===== config.mk =====
export PLATFORM = sky130hd
export DESIGN_NAME = nrs_gen_pingpong_rx_flat
export DESIGN_NICKNAME = d
export VERILOG_FILES = /design/src/rtl/nrs_gen_pingpong_rx_if.sv /design/src/rtl/nrs_gen_pingpong_rx.sv /design/src/flat_wrapper.sv
export SDC_FILE = /design/constraint.sdc
export NUM_CORES = 1
export LEC_CHECK = 0
export ABC_AREA = 1
export CORE_UTILIZATION = 56
export CTS_CLUSTER_DIAMETER = 60
export DETAILED_ROUTE_END_ITERATION = 8
export PLACE_DENSITY = 0.79
export SLEW_MARGIN = 10
export SYNTH_ARGS = -nofsm -noshare
export SYNTH_HDL_FRONTEND = slang
export SYNTH_SLANG_ARGS = --single-unit

===== constraint.sdc =====
create_clock -name clk -period 4.2 [get_ports clk]
set_input_delay 0.42 -clock clk [delete_from_list [all_inputs] [get_ports clk]]
set_output_delay 0.42 -clock clk [all_outputs]
set_load 0.05 [all_outputs]

===== src/rtl/nrs_gen_pingpong_rx_if.sv =====
// Bus bundle between the NRS generator and the channel estimator:
// frame control, bank handshake and the per-port QPSK read ports.
interface nrs_gen_pingpong_rx_if #(
    parameter int WIDTH_B = 9,
    parameter int NUM_RD  = 2,
    parameter int AW      = 2
);
    logic                   new_frame;
    logic [WIDTH_B-1:0]     N_cell_ID;
    logic                   est_ack;
    logic [NUM_RD*AW-1:0]   rd_addr;
    logic [NUM_RD-1:0]      nrs_r;
    logic [NUM_RD-1:0]      nrs_i;
    logic                   nrs_ready;
    logic [4:0]             nrs_slot;
    logic                   busy;

    // Estimator side: drives frame control, ack and read addresses.
    modport master (
        output new_frame, N_cell_ID, est_ack, rd_addr,
        input  nrs_r, nrs_i, nrs_ready, nrs_slot, busy
    );

    // Generator side.
    modport slave (
        input  new_frame, N_cell_ID, est_ack, rd_addr,
        output nrs_r, nrs_i, nrs_ready, nrs_slot, busy
    );
endinterface


===== src/rtl/nrs_gen_pingpong_rx.sv =====
// NB-IoT RX NRS generator. Per NRS symbol: serial cinit multiply, LFSR load,
// Gold fast-forward, then capture of BITS_PER_SYM c(n) bits into the write bank.
// When a slot is complete the write bank becomes the readable bank (ping-pong),
// so the estimator reads slot k while slot k+1 is being generated.
module nrs_gen_pingpong_rx #(
    parameter int WIDTH_B      = 9,
    parameter int NUM_RD       = 2,
    parameter int N_SYM        = 2,
    parameter int L_FIRST      = 5,
    parameter int BITS_PER_SYM = 4,
    parameter int SEQ_OFFSET   = 218,
    parameter int NC           = 1600,
    parameter int SLOTS        = 20
) (
    input  logic                   clk,
    input  logic                   rst,
    nrs_gen_pingpong_rx_if.slave   bus
);

    localparam int DEPTH    = N_SYM * BITS_PER_SYM / 2;
    localparam int AW       = (DEPTH > 1) ? $clog2(DEPTH) : 1;
    localparam int TOTAL    = N_SYM * BITS_PER_SYM;
    localparam int BW       = $clog2(TOTAL);
    localparam int SKIP_LEN = NC + SEQ_OFFSET;
    localparam int SKW      = $clog2(SKIP_LEN + 1);
    localparam int SW       = (N_SYM > 1) ? $clog2(N_SYM) : 1;
    localparam int JW       = $clog2(BITS_PER_SYM);
    localparam int MW       = WIDTH_B + 1;
    localparam int PW       = 8 + MW;
    localparam logic [AW:0] DEPTH_V = (AW + 1)'(DEPTH);

    typedef enum logic [2:0] {
        IDLE, MULT, LOAD, SKIP, CAPTURE, SWAP, WAIT_SWAP
    } state_t;

    state_t               state, next_state;
    logic [4:0]           slot;
    logic [SW-1:0]        sym;
    logic [2:0]           mult_cnt;
    logic [SKW-1:0]       skip_cnt;
    logic [JW-1:0]        cap_cnt;
    logic                 wr_sel;
    logic                 rd_valid;
    logic [4:0]           out_slot;
    logic [30:0]          x1, x2;
    logic [WIDTH_B-1:0]   cell_id;
    logic [PW-1:0]        acc;
    logic [1:0][TOTAL-1:0] bank;
    logic [NUM_RD-1:0]    rd_r, rd_i;

    logic [7:0]           mult_a;
    logic [MW-1:0]        mult_b;
    logic [PW-1:0]        partial;
    logic [30:0]          cinit;
    logic [BW-1:0]        wr_idx;
    logic                 rd_sel;
    logic                 swap_ok;
    logic                 do_swap;
    logic                 cap_last;
    logic                 sym_last;

    // A = 7*(slot+1) + l + 1 with l = L_FIRST + sym; multiplier is 2*N_cell_ID+1.
    assign mult_a   = 8'd7 * ({3'b000, slot} + 8'd1) + 8'(L_FIRST + 1) + 8'(sym);
    assign mult_b   = {cell_id, 1'b1};
    assign partial  = mult_a[mult_cnt] ? (PW'(mult_b) << mult_cnt) : '0;
    assign cinit    = 31'({acc, 10'b0}) + 31'(mult_b);
    assign wr_idx   = BW'(sym) * BW'(BITS_PER_SYM) + BW'(cap_cnt);
    assign rd_sel   = ~wr_sel;
    assign cap_last = (cap_cnt == JW'(BITS_PER_SYM - 1));
    assign sym_last = (sym == SW'(N_SYM - 1));
    // A swap may proceed once the estimator has released (or never had) the readable bank.
    assign swap_ok  = !rd_valid || bus.est_ack;

    assign bus.nrs_r     = rd_r;
    assign bus.nrs_i     = rd_i;
    assign bus.nrs_ready = rd_valid;
    assign bus.nrs_slot  = out_slot;
    assign bus.busy      = (state != IDLE) && (state != WAIT_SWAP);

    // State register.
    always_ff @(posedge clk or posedge rst) begin
        if (rst) begin
            state <= IDLE;
        end else begin
            state <= next_state;
        end
    end

    // Next-state decode; new_frame aborts whatever is in progress.
    always_comb begin
        next_state = state;
        do_swap    = 1'b0;
        case (state)
            IDLE:      next_state = IDLE;
            MULT:      if (mult_cnt == 3'd7) next_state = LOAD;
            LOAD:      next_state = SKIP;
            SKIP:      if (skip_cnt == SKW'(SKIP_LEN - 1)) next_state = CAPTURE;
            CAPTURE:   if (cap_last) next_state = sym_last ? SWAP : MULT;
            SWAP, WAIT_SWAP: begin
                if (swap_ok) begin
                    next_state = MULT;
                    do_swap    = 1'b1;
                end else begin
                    next_state = WAIT_SWAP;
                end
            end
            default:   next_state = IDLE;
        endcase
        if (bus.new_frame) begin
            next_state = MULT;
            do_swap    = 1'b0;
        end
    end

    // Sequencing counters, slot tracking and bank ownership.
    always_ff @(posedge clk or posedge rst) begin
        if (rst) begin
            slot     <= '0;
            sym      <= '0;
            mult_cnt <= '0;
            skip_cnt <= '0;
            cap_cnt  <= '0;
            wr_sel   <= 1'b0;
            rd_valid <= 1'b0;
            out_slot <= '0;
        end else if (bus.new_frame) begin
            slot     <= '0;
            sym      <= '0;
            mult_cnt <= '0;
            skip_cnt <= '0;
            cap_cnt  <= '0;
            rd_valid <= 1'b0;
        end else begin
            mult_cnt <= (state == MULT) ? mult_cnt + 3'd1 : 3'd0;
            skip_cnt <= (state == SKIP) ? skip_cnt + SKW'(1) : '0;
            cap_cnt  <= (state == CAPTURE && !cap_last) ? cap_cnt + JW'(1) : '0;
            if (state == CAPTURE && cap_last && !sym_last) begin
                sym <= sym + SW'(1);
            end
            if (do_swap) begin
                wr_sel   <= ~wr_sel;
                rd_valid <= 1'b1;
                out_slot <= slot;
                slot     <= (slot == 5'(SLOTS - 1)) ? 5'd0 : slot + 5'd1;
                sym      <= '0;
            end else if (bus.est_ack && rd_valid) begin
                rd_valid <= 1'b0;
            end
        end
    end

    // Gold LFSR pair: load at LOAD, shift right once per SKIP/CAPTURE cycle.
    always_ff @(posedge clk or posedge rst) begin
        if (rst) begin
            x1 <= '0;
            x2 <= '0;
        end else if (state == LOAD) begin
            x1 <= 31'h1;
            x2 <= cinit;
        end else if (state == SKIP || state == CAPTURE) begin
            x1 <= {x1[3] ^ x1[0], x1[30:1]};
            x2 <= {x2[3] ^ x2[2] ^ x2[1] ^ x2[0], x2[30:1]};
        end
    end

    // Cell ID latch, shift-add product accumulator and write-bank capture.
    always_ff @(posedge clk) begin
        if (bus.new_frame) begin
            cell_id <= bus.N_cell_ID;
        end
        if (state == MULT) begin
            acc <= ((mult_cnt == 3'd0) ? '0 : acc) + partial;
        end
        if (state == CAPTURE) begin
            bank[wr_sel][wr_idx] <= x1[0] ^ x2[0];
        end
    end

    for (genvar p = 0; p < NUM_RD; p++) begin : g_rd
        logic [AW-1:0] addr;
        logic          r_q, i_q;
        assign addr    = bus.rd_addr[p*AW +: AW];
        assign rd_r[p] = r_q;
        assign rd_i[p] = i_q;

        // Registered read of entry addr from the readable bank; out-of-range reads give 0.
        always_ff @(posedge clk or posedge rst) begin
            if (rst) begin
                r_q <= 1'b0;
                i_q <= 1'b0;
            end else if ({1'b0, addr} < DEPTH_V) begin
                r_q <= bank[rd_sel][{addr, 1'b0}];
                i_q <= bank[rd_sel][{addr, 1'b1}];
            end else begin
                r_q <= 1'b0;
                i_q <= 1'b0;
            end
        end
    end

endmodule


===== src/flat_wrapper.sv =====
// flat-port wrapper written by rule: the top's interface ports become plain ports
module nrs_gen_pingpong_rx_flat 
#(
    parameter int WIDTH_B      = 9,
    parameter int NUM_RD       = 2,
    parameter int N_SYM        = 2,
    parameter int L_FIRST      = 5,
    parameter int BITS_PER_SYM = 4,
    parameter int SEQ_OFFSET   = 218,
    parameter int NC           = 1600,
    parameter int SLOTS        = 20
)
  (clk, rst, bus_new_frame, bus_N_cell_ID, bus_est_ack, bus_rd_addr, bus_nrs_r, bus_nrs_i, bus_nrs_ready, bus_nrs_slot, bus_busy);
  nrs_gen_pingpong_rx_if #(.WIDTH_B(WIDTH_B), .NUM_RD(NUM_RD), .AW(2)) bus_i ();
  input  logic clk;
  input  logic rst;
  input wire logic [$bits(bus_i.new_frame)-1:0] bus_new_frame;
  input wire logic [$bits(bus_i.N_cell_ID)-1:0] bus_N_cell_ID;
  input wire logic [$bits(bus_i.est_ack)-1:0] bus_est_ack;
  input wire logic [$bits(bus_i.rd_addr)-1:0] bus_rd_addr;
  output wire logic [$bits(bus_i.nrs_r)-1:0] bus_nrs_r;
  output wire logic [$bits(bus_i.nrs_i)-1:0] bus_nrs_i;
  output wire logic [$bits(bus_i.nrs_ready)-1:0] bus_nrs_ready;
  output wire logic [$bits(bus_i.nrs_slot)-1:0] bus_nrs_slot;
  output wire logic [$bits(bus_i.busy)-1:0] bus_busy;
  assign bus_i.new_frame = bus_new_frame;
  assign bus_i.N_cell_ID = bus_N_cell_ID;
  assign bus_i.est_ack = bus_est_ack;
  assign bus_i.rd_addr = bus_rd_addr;
  assign bus_nrs_r = bus_i.nrs_r;
  assign bus_nrs_i = bus_i.nrs_i;
  assign bus_nrs_ready = bus_i.nrs_ready;
  assign bus_nrs_slot = bus_i.nrs_slot;
  assign bus_busy = bus_i.busy;
  nrs_gen_pingpong_rx #(.WIDTH_B(WIDTH_B), .NUM_RD(NUM_RD), .N_SYM(N_SYM), .L_FIRST(L_FIRST), .BITS_PER_SYM(BITS_PER_SYM), .SEQ_OFFSET(SEQ_OFFSET), .NC(NC), .SLOTS(SLOTS)) u_core (.clk(clk), .rst(rst), .bus(bus_i));
endmodule

After elaboration in Yosys (flattened, before gate mapping)
Cells that the tools add are included.
Widths: inputs -> output; s select.

cells by class
  add/sub/neg operators = 11
  multipliers = 1
  $lt $le $gt $ge = 10
  eq/ne operators = 14
  shift operators = 1
  multiplexer cells = 48
  bitwise logic cells = 7
  reductions and logical operators = 21

operator list
  operator               count
  $mux 31                4
  $mux 18                2
  $add 28x10->29         1
  $lt 3x4->1 const B     6
  $mux 3                 8
  $mux 8                 3
  $mux 11                2
  $add 18x18->18         1
  $shl 10x3->18          1
  $bwmux 16              1
  $mux 1                 15
  $mux 5                 3
  $pmux 3 s5             1
  $eq 3x3->1 const B     4
  $add 11x1->11 const B  1
  $eq 11x11->1 const B   1
  $ne 3x2->1 const B     3
  $reduce_bool 3->1      3
  $add 8x1->8            1
  $add 8x3->8 const B    1
  $bmux 1 s2             4
  $demux 8 s1            1
  $mul 3x8->8 const A    1
  $logic_and 1x1->1      7
  26 further kinds       38

storage, ports and cells
  bits in registers = 141
  output and inout bits = 11
  word-level logic and storage cells = 132

Depth between registers and ports, before layout
  word-level depth = 8
  gate-level depth with buffers = 30
  gate-level depth less buffers = 29

Worst setup path before layout
No wires, ideal clock.

  path kind = flip-flop to flip-flop
  from = register u_core.slot[0]
  to = register u_core.acc[14], data pin
  arrival time = 4.187 ns
  slack = -0.247 ns
  stages on the path, launching flop included = 28
  buffers on the path = 1
  clock period less this slack = 4.447 ns
  cells stage by stage = dfrtp_1 > ha_1 > nand3_1 > xor2_1 > inv_1 > fa_1 > ha_1 > ha_1 > or2_4 > nand3_1 > nand2_1 > nand2_1 > nand3_1 > nand3_1 > nand2_2 > nand2_2 > buf_6 > nor2_2 > fa_1 > nand3_1 > nand2_1 > nand2_1 > nand2_1 > nand2_1 > nand2_1 > nand2_1 > nand2_1 > xor2_1

on the way
  word-level cells in the longest chain between the ends = 8

ends and longest elaborated chain
  what                          line                        RTL
  start, declared               nrs_gen_pingpong_rx.sv:37   logic [4:0] slot;
  start signal, assigned        nrs_gen_pingpong_rx.sv:144  slot <= (slot == 5'(SLOTS - 1)) ? 5'd0 : slot + 5'd1;
  $add 5x1->6                   nrs_gen_pingpong_rx.sv:63   assign mult_a = 8'd7 * ({3'b000, slot} + 8'd1) + 8'(L_FIRST + 1) + 8'(sym);
  $mul 3x8->8                   nrs_gen_pingpong_rx.sv:63
  $add 8x3->8                   nrs_gen_pingpong_rx.sv:63
  $add 8x1->8                   nrs_gen_pingpong_rx.sv:63
  $bmux 1 s3                    nrs_gen_pingpong_rx.sv:65   assign partial = mult_a[mult_cnt] ? (PW'(mult_b) << mult_cnt) : '0;
  $mux 1 (implied by the code)  nrs_gen_pingpong_rx.sv:65
  $mux 18                       nrs_gen_pingpong_rx.sv:65
  $add 18x18->18                nrs_gen_pingpong_rx.sv:172  acc <= ((mult_cnt == 3'd0) ? '0 : acc) + partial;
  end signal, assigned          nrs_gen_pingpong_rx.sv:172
  end, declared                 nrs_gen_pingpong_rx.sv:47   logic [PW-1:0] acc;

Every way passes these cells. The select of a mux whose other input is x is not followed.
A chain may end at the register's enable or synchronous reset.

Final worst setup path
Same ends and word-level chain as after synthesis.

==> out/metrics.cfg <==
[status]
status = finished with violations
violations = setup timing

[global_route]
grt_max_degree = 60
grtUsageTotal = 0.260
grt.overflow.total = 0
grt_pass1_vias = 6152
grt_pass1_wl_um = 29100
antenna_found_initial = 0

[die]
initial_core_util = 0.580
io_pins = 28
die_area_um2 = 14400
rows = 42
dieHeight_um = 120
die_x_um = 120
core_area_um2 = 13400

[placement]
gp_congestion = 0.923
dp_hpwl_um = 11100
numPortBuffers = 27
dp.cells = 1119
placedInstanceArea_um2 = 8680

[final_layout]
seq_area_um2 = 3740
final_common_cell = nand2_1
synthToLayoutAreaGrowth_pct = 26.1
multi_input_area_um2 = 3950
fillers = 909
final_cells = 1163
post-route-util = 0.732
finish.net_count = 1035
antenna_cells = 0
most-common-layout-cells = nand2_1 (143), inv_1 (117), dfrtp_1 (97)
design_area_um2 = 9810
drive_gt1_frac = 0.226

[synth]
synth_area_leaders = dfrtp_1 (32%), edfxtp_1 (17%), nand2_1 (8.0%)
synth.distinct_cells = 44
synth.yosys.warnings = 0
netlist_area_um2 = 7780
synth_edf_count = 43
synth_nets = 948
synth-seq-area-share = 0.481
async_flop_share = 0.695
synth.top_cell.area_share = 0.315
synthFlopType = dfrtp_1
ys_ff_latch = 141
netlist_instances = 887
avgSynthCellArea_um2 = 8.77
yosysTopAreaCell = dfrtp_1

[cts]
numCtsBuffers = 17
cts.path.max_buffers = 2
cts.sinks = 141
cts_tree = yes
htree_num_levels = 4
clk_latency_ns = 0.42
cts_hold_buffers = 0
clockRootBuffer = clkbuf_16
clk_pin_slew_ns = 0.06

[detailed_routing]
dr.first_iter.drc_count = 532
detail_route.first_pass.iterations = 5
drt_wl_total_um = 18600
ant_nets = 0
drc = 0
post_drt_wl_per_cell_um = 16.0
via_per_inst = 5.63
via_count = 6549

[sta]
setup_ws_ns = -0.184
period_needed_ns = 4.38
fin_crit_sh = 1.04
rsz0062_at_grt = yes
hold_viol = 0
worst-slew-pin-transition_ns = 0.929
hold_ws_ns = 0.194
fin_skew_ns = 0.00554
fmax_mhz = 228
setup_viol = 12
finalMaxSlewViolations = 0
relSlewSlack = 0.379

[setup_path]
path_class = reg -> reg
cp_slowest_stage_delay_ns = 0.60
start_kind = flop
worst_setup_path_end_kind = flop
path_common_cell = nand2_4
arrival_ns = 4.56
critical_path.max_fanout = 8
required_ns = 4.38
crit_family = adder cells
crit_slowest_cell = fa_1
path_buf_inv = 5

[power]
ir_drop_uv = 330
power_leakage_nw = 4.44
p_total_w = 0.00641
powerDensity_nw_per_um2 = 654

[flow_run]
drv_cap = 0

[hold_path]
min_path_type = in -> async

-- cell families after synthesis --
| family | after synthesis | synth area share |
|---|---|---|
| AO/OA/AOI/OAI | 161 | 0.123 |
| XOR/XNOR | 22 | 0.0248 |
| buffers and inverters | 166 | 0.0886 |
| AND/OR/NAND/NOR | 341 | 0.190 |
| multiplexers | 12 | 0.0154 |
| flip-flops | 141 | 0.481 |
| adder cells (fa/ha/maj) | 44 | 0.0766 |
-- flip-flops by register name (all words and copies together), names as in the netlist, 5 cells and up --
register / cells
u_core.bus.nrs_slot: 5
u_core.bank: 16
u_core.cell_id: 9
u_core.x1: 31
u_core.acc: 18
u_core.x2: 31
u_core.slot: 5
u_core.skip_cnt: 11
-- synth_stat cells, types with 4 or more instances --
| cell | count |
|---|---|
| xor2_1 | 18 |
| inv_1 | 128 |
| mux2i_1 | 12 |
| xnor2_1 | 4 |
| nor2_2 | 12 |
| clkbuf_1 | 6 |
| a31oi_1 | 5 |
| fa_1 | 6 |
| dfrtp_1 | 98 |
| nor3_1 | 8 |
| o21ai_0 | 53 |
| o22ai_1 | 34 |
| buf_4 | 7 |
| a22oi_1 | 17 |
| o22a_1 | 4 |
| o21ai_1 | 9 |
| nand2_1 | 166 |
| nand4_1 | 7 |
| nor2_1 | 90 |
| inv_2 | 6 |
| nand3_1 | 43 |
| ha_1 | 38 |
| a21oi_1 | 25 |
| edfxtp_1 | 43 |
| buf_2 | 14 |
-- power by group --
part | internal [W] | switching [W]
clock network | 0.000797 | 0.000571
logic | 0.00116 | 0.00181
registers | 0.00187 | 0.000200
total | 0.00383 | 0.00259
-- worst paths after layout --
| path | start | end | slack, ns | depth (start not counted) |
|---|---|---|---|---|
| worst max-delay path | u_core.slot[0] | u_core.acc[14] | -0.18 | 27 |
| worst min register to register | u_core.x2[22] | u_core.x2[22] | 0.48 | 2 |
| worst min-delay path | rst | u_core.skip_cnt[2] | 0.19 | 2 |
| max in group asynchronous | rst | u_core.x2[16] | 3.13 | 3 |
| worst max register to register | u_core.slot[0] | u_core.acc[14] | -0.18 | 27 |
| min in group clk | u_core.x2[22] | u_core.x2[22] | 0.48 | 2 |
-- layer usage --
metal | share of wire | global-route usage
met5 | 0 | 0
met3 | 0.063 | 0.0532
met2 | 0.49 | 0.408
met1 | 0.42 | 0.349
met4 | 0.032 | 0.118
-- stage by stage --
step,TNS [ns],worst slack [ns]
after floorplan,-0.0148,-0.0148
after detailed placement,-2.31,-0.302
final,-1.26,-0.184
after global placement,-0.852,-0.147
after global routing,-3.02,-0.341
after CTS,-0.505,-0.102
-- layout make-up --
type / instances / area share
multi-input cells: 580 / 0.403
flip-flops and latches: 141 / 0.382
repair buffers: 98 / 0.0862
inverters: 136 / 0.0523
clock buffers: 17 / 0.0434
well taps: 176 / 0.0225
clock inverters: 15 / 0.0107
-- worst register-to-register path: cells and delay by family, from the launching register on --
| family | cells | cell delay, ns |
|---|---|---|
| xor+xnor | 2 | 0.30 |
| fa+ha+maj | 5 | 1.63 |
| buf+inv | 5 | 0.55 |
| flops | 1 | 0.44 |
| simple gates | 15 | 1.23 |
-- timing repair --
action,CTS,global route
setup endpoints to repair,14,15
resized for setup,34,74
cloned,0,0
pin swaps,26,34
buffers inserted,7,5
No activity file was read; power rests on OpenSTA's default activity.
